--- src/rtl/fir_decimator_if.sv ---
`default_nettype none
// ============================================================================
//  Module   : fir_decimator_if
//  Purpose  : Sample-in / ready-valid-out bundle for the FIR decimator.
//  Revision : 1.0  initial release
// ============================================================================
interface fir_decimator_if #(
    parameter int DATA_WIDTH = 16,
    parameter int FIFO_DEPTH = 8
);
    localparam int LEVEL_WIDTH = $clog2(FIFO_DEPTH) + 1;

    logic signed [DATA_WIDTH-1:0]  data_in;
    logic                          valid_in;
    logic signed [DATA_WIDTH-1:0]  data_out;
    logic                          valid_out;
    logic                          ready_in;
    logic        [LEVEL_WIDTH-1:0] level;
    logic                          overflow;

    // Master drives samples and consumes the buffered stream.
    modport master (
        output data_in, valid_in, ready_in,
        input  data_out, valid_out, level, overflow
    );

    modport slave (
        input  data_in, valid_in, ready_in,
        output data_out, valid_out, level, overflow
    );
endinterface
`default_nettype wire

--- src/rtl/fir_decimator.sv ---
`default_nettype none
// ============================================================================
//  Module   : fir_decimator
//  Purpose  : Keeps every M-th filtered sample into a FWFT FIFO with sticky
//             overflow and ready/valid output.
//  Revision : 1.0  initial release
// ============================================================================
module fir_decimator #(
    parameter int DATA_WIDTH  = 16,
    parameter int RATIO_WIDTH = 4,
    parameter int FIFO_DEPTH  = 8
) (
    input  wire logic                   clk,
    input  wire logic                   rst_n,
    input  wire logic [RATIO_WIDTH-1:0] decim_ratio,
    input  wire logic                   clear,
    fir_decimator_if.slave              bus
);
    localparam int c_PTR_WIDTH   = $clog2(FIFO_DEPTH);
    localparam int c_LEVEL_WIDTH = $clog2(FIFO_DEPTH) + 1;

    logic        [RATIO_WIDTH-1:0]   r_cnt;
    logic        [RATIO_WIDTH-1:0]   r_ratio_q;
    logic signed [DATA_WIDTH-1:0]    r_mem [FIFO_DEPTH];
    logic        [c_PTR_WIDTH-1:0]   r_wr_ptr;
    logic        [c_PTR_WIDTH-1:0]   r_rd_ptr;
    logic        [c_LEVEL_WIDTH-1:0] r_level;
    logic                            r_overflow;

    logic        [RATIO_WIDTH-1:0]   w_eff;
    logic                            w_accept;
    logic                            w_keep;
    logic                            w_full;
    logic                            w_pop;
    logic                            w_push;
    logic        [c_LEVEL_WIDTH-1:0] w_level_next;

    assign w_eff    = (decim_ratio < RATIO_WIDTH'(2)) ? RATIO_WIDTH'(1) : decim_ratio;
    assign w_accept = bus.valid_in && !clear;
    assign w_keep   = w_accept && (r_cnt == '0);
    assign w_full   = (r_level == c_LEVEL_WIDTH'(FIFO_DEPTH));
    assign w_pop    = (r_level != '0) && bus.ready_in && !clear;
    // A full FIFO still takes the write when the head leaves in the same cycle.
    assign w_push   = w_keep && (!w_full || w_pop);

    always_comb begin
        w_level_next = r_level;
        if (w_push && !w_pop) begin
            w_level_next = r_level + c_LEVEL_WIDTH'(1);
        end else if (!w_push && w_pop) begin
            w_level_next = r_level - c_LEVEL_WIDTH'(1);
        end
    end

    // Phase counter; the latched ratio only changes on a kept sample so a
    // running period always finishes with the ratio it started with.
    always_ff @(posedge clk or negedge rst_n) begin
        if (!rst_n) begin
            r_cnt     <= '0;
            r_ratio_q <= RATIO_WIDTH'(1);
        end else if (clear) begin
            r_cnt     <= '0;
        end else if (w_keep) begin
            r_ratio_q <= w_eff;
            r_cnt     <= (w_eff == RATIO_WIDTH'(1)) ? '0 : RATIO_WIDTH'(1);
        end else if (w_accept) begin
            r_cnt     <= (r_cnt == r_ratio_q - RATIO_WIDTH'(1)) ? '0
                                                                : r_cnt + RATIO_WIDTH'(1);
        end
    end

    always_ff @(posedge clk or negedge rst_n) begin
        if (!rst_n) begin
            for (int i = 0; i < FIFO_DEPTH; i++) begin
                r_mem[i] <= '0;
            end
            r_wr_ptr   <= '0;
            r_rd_ptr   <= '0;
            r_level    <= '0;
            r_overflow <= 1'b0;
        end else if (clear) begin
            r_wr_ptr   <= '0;
            r_rd_ptr   <= '0;
            r_level    <= '0;
            r_overflow <= 1'b0;
        end else begin
            if (w_push) begin
                r_mem[r_wr_ptr] <= bus.data_in;
                r_wr_ptr        <= r_wr_ptr + c_PTR_WIDTH'(1);
            end
            if (w_pop) begin
                r_rd_ptr <= r_rd_ptr + c_PTR_WIDTH'(1);
            end
            if (w_keep && !w_push) begin
                r_overflow <= 1'b1;
            end
            r_level <= w_level_next;
        end
    end

    assign bus.data_out  = r_mem[r_rd_ptr];
    assign bus.valid_out = (r_level != '0);
    assign bus.level     = r_level;
    assign bus.overflow  = r_overflow;
endmodule
`default_nettype wire
--- src/flat_wrapper.sv ---
// flat-port wrapper written by rule: the top's interface ports become plain ports
module fir_decimator_flat 
#(
    parameter int DATA_WIDTH  = 16,
    parameter int RATIO_WIDTH = 4,
    parameter int FIFO_DEPTH  = 8
)
  (clk, rst_n, decim_ratio, clear, bus_data_in, bus_valid_in, bus_ready_in, bus_data_out, bus_valid_out, bus_level, bus_overflow);
  fir_decimator_if #(.DATA_WIDTH(DATA_WIDTH), .FIFO_DEPTH(FIFO_DEPTH)) bus_i ();
  input  wire logic clk;
  input  wire logic rst_n;
  input  wire logic [RATIO_WIDTH-1:0] decim_ratio;
  input  wire logic clear;
  input wire logic [$bits(bus_i.data_in)-1:0] bus_data_in;
  input wire logic [$bits(bus_i.valid_in)-1:0] bus_valid_in;
  input wire logic [$bits(bus_i.ready_in)-1:0] bus_ready_in;
  output wire logic [$bits(bus_i.data_out)-1:0] bus_data_out;
  output wire logic [$bits(bus_i.valid_out)-1:0] bus_valid_out;
  output wire logic [$bits(bus_i.level)-1:0] bus_level;
  output wire logic [$bits(bus_i.overflow)-1:0] bus_overflow;
  assign bus_i.data_in = bus_data_in;
  assign bus_i.valid_in = bus_valid_in;
  assign bus_i.ready_in = bus_ready_in;
  assign bus_data_out = bus_i.data_out;
  assign bus_valid_out = bus_i.valid_out;
  assign bus_level = bus_i.level;
  assign bus_overflow = bus_i.overflow;
  fir_decimator #(.DATA_WIDTH(DATA_WIDTH), .RATIO_WIDTH(RATIO_WIDTH), .FIFO_DEPTH(FIFO_DEPTH)) u_core (.clk(clk), .rst_n(rst_n), .decim_ratio(decim_ratio), .clear(clear), .bus(bus_i));
endmodule
--- config.mk ---
export PLATFORM = sky130hd
export DESIGN_NAME = fir_decimator_flat
export DESIGN_NICKNAME = d
export VERILOG_FILES = /design/src/rtl/fir_decimator_if.sv /design/src/rtl/fir_decimator.sv /design/src/flat_wrapper.sv
export SDC_FILE = /design/constraint.sdc
export NUM_CORES = 1
export LEC_CHECK = 0
export ABC_AREA = 1
export CAP_MARGIN = 5
export CORE_MARGIN = 1.5
export CORE_UTILIZATION = 50
export CTS_BUF_LIST = sky130_fd_sc_hd__clkbuf_2
export DETAILED_ROUTE_END_ITERATION = 12
export GPL_ROUTABILITY_DRIVEN = 1
export PLACE_DENSITY_LB_ADDON = 0.12
export SLEW_MARGIN = 40
export SYNTH_ARGS = -nofsm -noshare
export SYNTH_HDL_FRONTEND = slang
export SYNTH_SLANG_ARGS = --single-unit
export TNS_END_PERCENT = 100
--- constraint.sdc ---
create_clock -name clk -period 2.4 [get_ports clk]
set_input_delay 0.24 -clock clk [delete_from_list [all_inputs] [get_ports clk]]
set_output_delay 0.24 -clock clk [all_outputs]
set_load 0.1 [all_outputs]
==> impl_metrics.json <==
{
  "cp_max_fo": 6,
  "holdWs_ns": 0.0815,
  "numCtsBuffers": 17,
  "wl_per_cell_um": 18.8,
  "ys_seq_area_share_pct": 48.9,
  "pin_count": 47,
  "cts.sinks": 147,
  "cts_tree": "built",
  "insertion_delay_ns": 0.74,
  "synthArstFlopShare_pct": 100,
  "syn_to_final_growth_pct": 25.0,
  "antenna_found_initial": 1,
  "synth_area_um2": 7530,
  "cts.path.max_buffers": 2,
  "startpoint_type": "flip-flop",
  "p_per_area_nw_per_um2": 1280,
  "root_buffer": "clkbuf_2",
  "grt_max_degree": 56,
  "first_pass_iters": 7,
  "die_x_um": 126,
  "globalRoute.totalOverflow": 0,
  "yosysMostFrequentCell": "nand2_1",
  "synth.avg_cell_area_um2": 7.61,
  "synth_ff_type": "dfrtp_1",
  "grt_pass1_wl_um": 36700,
  "synth-edff-count": 0,
  "start_util_pct": 51.6,
  "synth_nets": 1022,
  "clock_skew_ns": 0.0356,
  "reg2reg_setup_slack_ns": 0.26,
  "nNetsFinal": 1072,
  "status": "finished, violations left",
  "max-slew-margin-rel_pct": 58.6,
  "fin_crit_sh_pct": 108,
  "yosys-top-cells-area": "dfrtp_1 (49%), nand2_1 (18%), nand3_1 (9.6%)",
  "synth.top_cell.area_share_pct": 48.5,
  "drive_gt1_share_pct": 19.2,
  "synth.largest_area_cell": "dfrtp_1",
  "ys_warn_count": 0,
  "worst_pin_slew_ns": 0.621,
  "finalPower_mw": 12.1,
  "vdd_drop_max_mv": 1.10,
  "min_period_ns": 2.58,
  "hold_violations": 0,
  "portBuffers": 46,
  "fin_tns_setup_ns": -2.11,
  "rsz0062_at_grt": "true",
  "violations": "setup timing",
  "critPathRequiredTime_ns": 2.16,
  "clk_pin_slew_ns": 0.21,
  "grt_pass1_vias": 6523,
  "hp-class": "in2reg",
  "maxCapViolCount": 0,
  "yosys-top-cells-count": "nand2_1 (361), dfrtp_1 (146), nand3_1 (144)",
  "ys_types": 29,
  "drc_errors": 0,
  "path_class": "reg2out",
  "core-area_um2": 14600,
  "leakagePower_nw": 4.84,
  "routed_via_density": 5.73,
  "timing.fmax_ghz": 0.388,
  "pre_cts_ws_ns": 0.0542,
  "slew_viol_final": 0,
  "ant_nets": 0,
  "setup_ws_ns": -0.180,
  "track_usage_pct": 30.1,
  "fillCellCount": 1252,
  "cp-end-kind": "primary output",
  "crit_arrival_ns": 2.34,
  "htree_levels": 4,
  "die_area_um2": 15800,
  "rows": 44,
  "vias": 7078,
  "ys_seq_elements": 147,
  "place_congestion": 0.824,
  "place.detailed.hpwl_um": 13900,
  "setup_viol": 16,
  "wl_um": 23200,
  "syn_inst": 989,
  "drtIter0Drc": 879,
  "fp.dieH_um": 126
}
## cells in the final DEF, fill, tap and decap left out, drive strengths merged, types with 7 or more instances in the layout
cell type / netlist / final
nor2: 97 / 97
buf: 37 / 75
o21ai: 75 / 75
nand2: 372 / 372
dfrtp: 146 / 146
nand3: 146 / 146
a21oi: 21 / 21
a31oi: 16 / 16
inv: 27 / 26
clkbuf: 34 / 20
clkdlybuf4s50: 0 / 23
clkinv: 1 / 8
ha: 7 / 7
## registers in the layout, summed over array words and instances (netlist names)
| register | cells |
|---|---|
| u_core.r_ratio_q | 4 |
| u_core.r_rd_ptr | 3 |
| u_core.r_cnt | 4 |
| u_core.bus.overflow | 1 |
| u_core.r_mem | 128 |
| u_core.bus.level | 4 |
| u_core.r_wr_ptr | 3 |
## power breakdown
group | leakage (nW) | internal [mW] | switching [mW]
clock network | 0.152 | 0.665 | 0.905
registers | 1.97 | 2.98 | 0.336
logic | 2.71 | 2.59 | 4.58
## per-stage QoR
step | util (%) | instance area, um2 | std cells
5_1_grt | 64.5 | 9410 | 1236
4_1_cts | 63.7 | 9290 | 1233
6_report | 64.5 | 9410 | 1236
2_1_floorplan | - | 7730 | 989
3_5_place_dp | 58.6 | 8550 | 1185
3_3_place_gp | 58.6 | 8550 | 1185
## metal layers
| layer | track usage (%) | wire [um] | up-vias |
|---|---|---|---|
| li1 | - | - | 3301 |
| met3 | 7.18 | 1810 | 42 |
| met5 | 0 | 0 | - |
| met4 | 8.82 | 406 | 0 |
| met1 | 43.3 | 10300 | 3416 |
| met2 | 45.4 | 10700 | 319 |
## final cells by class
type,instances,area (um2),share of cell area [%]
Sequential cell,147,3700,39.3
Clock inverter,13,166,1.77
Antenna cell,1,2.50,0.0266
Clock buffer,18,90.1,0.957
Timing Repair Buffer,102,1320,14.1
Multi-Input combinational cell,743,3790,40.2
Tap cell,184,230,2.45
Inverter,28,116,1.24
## repair_timing
| action | 4_1_cts | 5_1_grt |
|---|---|---|
| hold buffers | 2 | 1 |
| buffers inserted | 9 | 1 |
| endpoints found under the hold margin | 147 | 1 |
| pin swaps | 17 | 6 |
| resized for setup | 86 | 38 |
| cloned | 6 | 2 |
| setup endpoints to repair | 16 | 17 |
## path summary, 6_finish.rpt
path,start,to,depth (start not counted)
max reg2reg,u_core.r_cnt[0],u_core.bus.level[3],14
min reg2reg,u_core.r_mem[29],u_core.r_mem[29],2
min,decim_ratio[1],u_core.r_ratio_q[1],3
max,u_core.r_rd_ptr[0],bus_data_out[7],8
min in group asynchronous,rst_n,u_core.r_ratio_q[0],3
max in group asynchronous,rst_n,u_core.r_mem[87],4
## cells by family (layout without fill, tap and decap cells)
kind of cell	after synthesis	in the layout	synth area share (%)
buffers and inverters	99	161	6.55
other	0	1	0
and+or+nand+nor	616	616	34.7
adders and majority gates	8	8	1.43
DFF	147	147	48.9
AOI/OAI and AO/OA	114	114	7.88
xor gates and xnor gates	5	5	0.582
## worst max-delay path, stage by stage (launching register included)
cell and delay (ns):
dfrtp_2 0.48, buf_6 0.13, buf_12 0.14, buf_16 0.14
nor2_2 0.04, nor2_1 0.15, o21ai_2 0.10, a31oi_4 0.22
buf_12 0.20
Note: power is estimated with default switching activity, not from simulation.
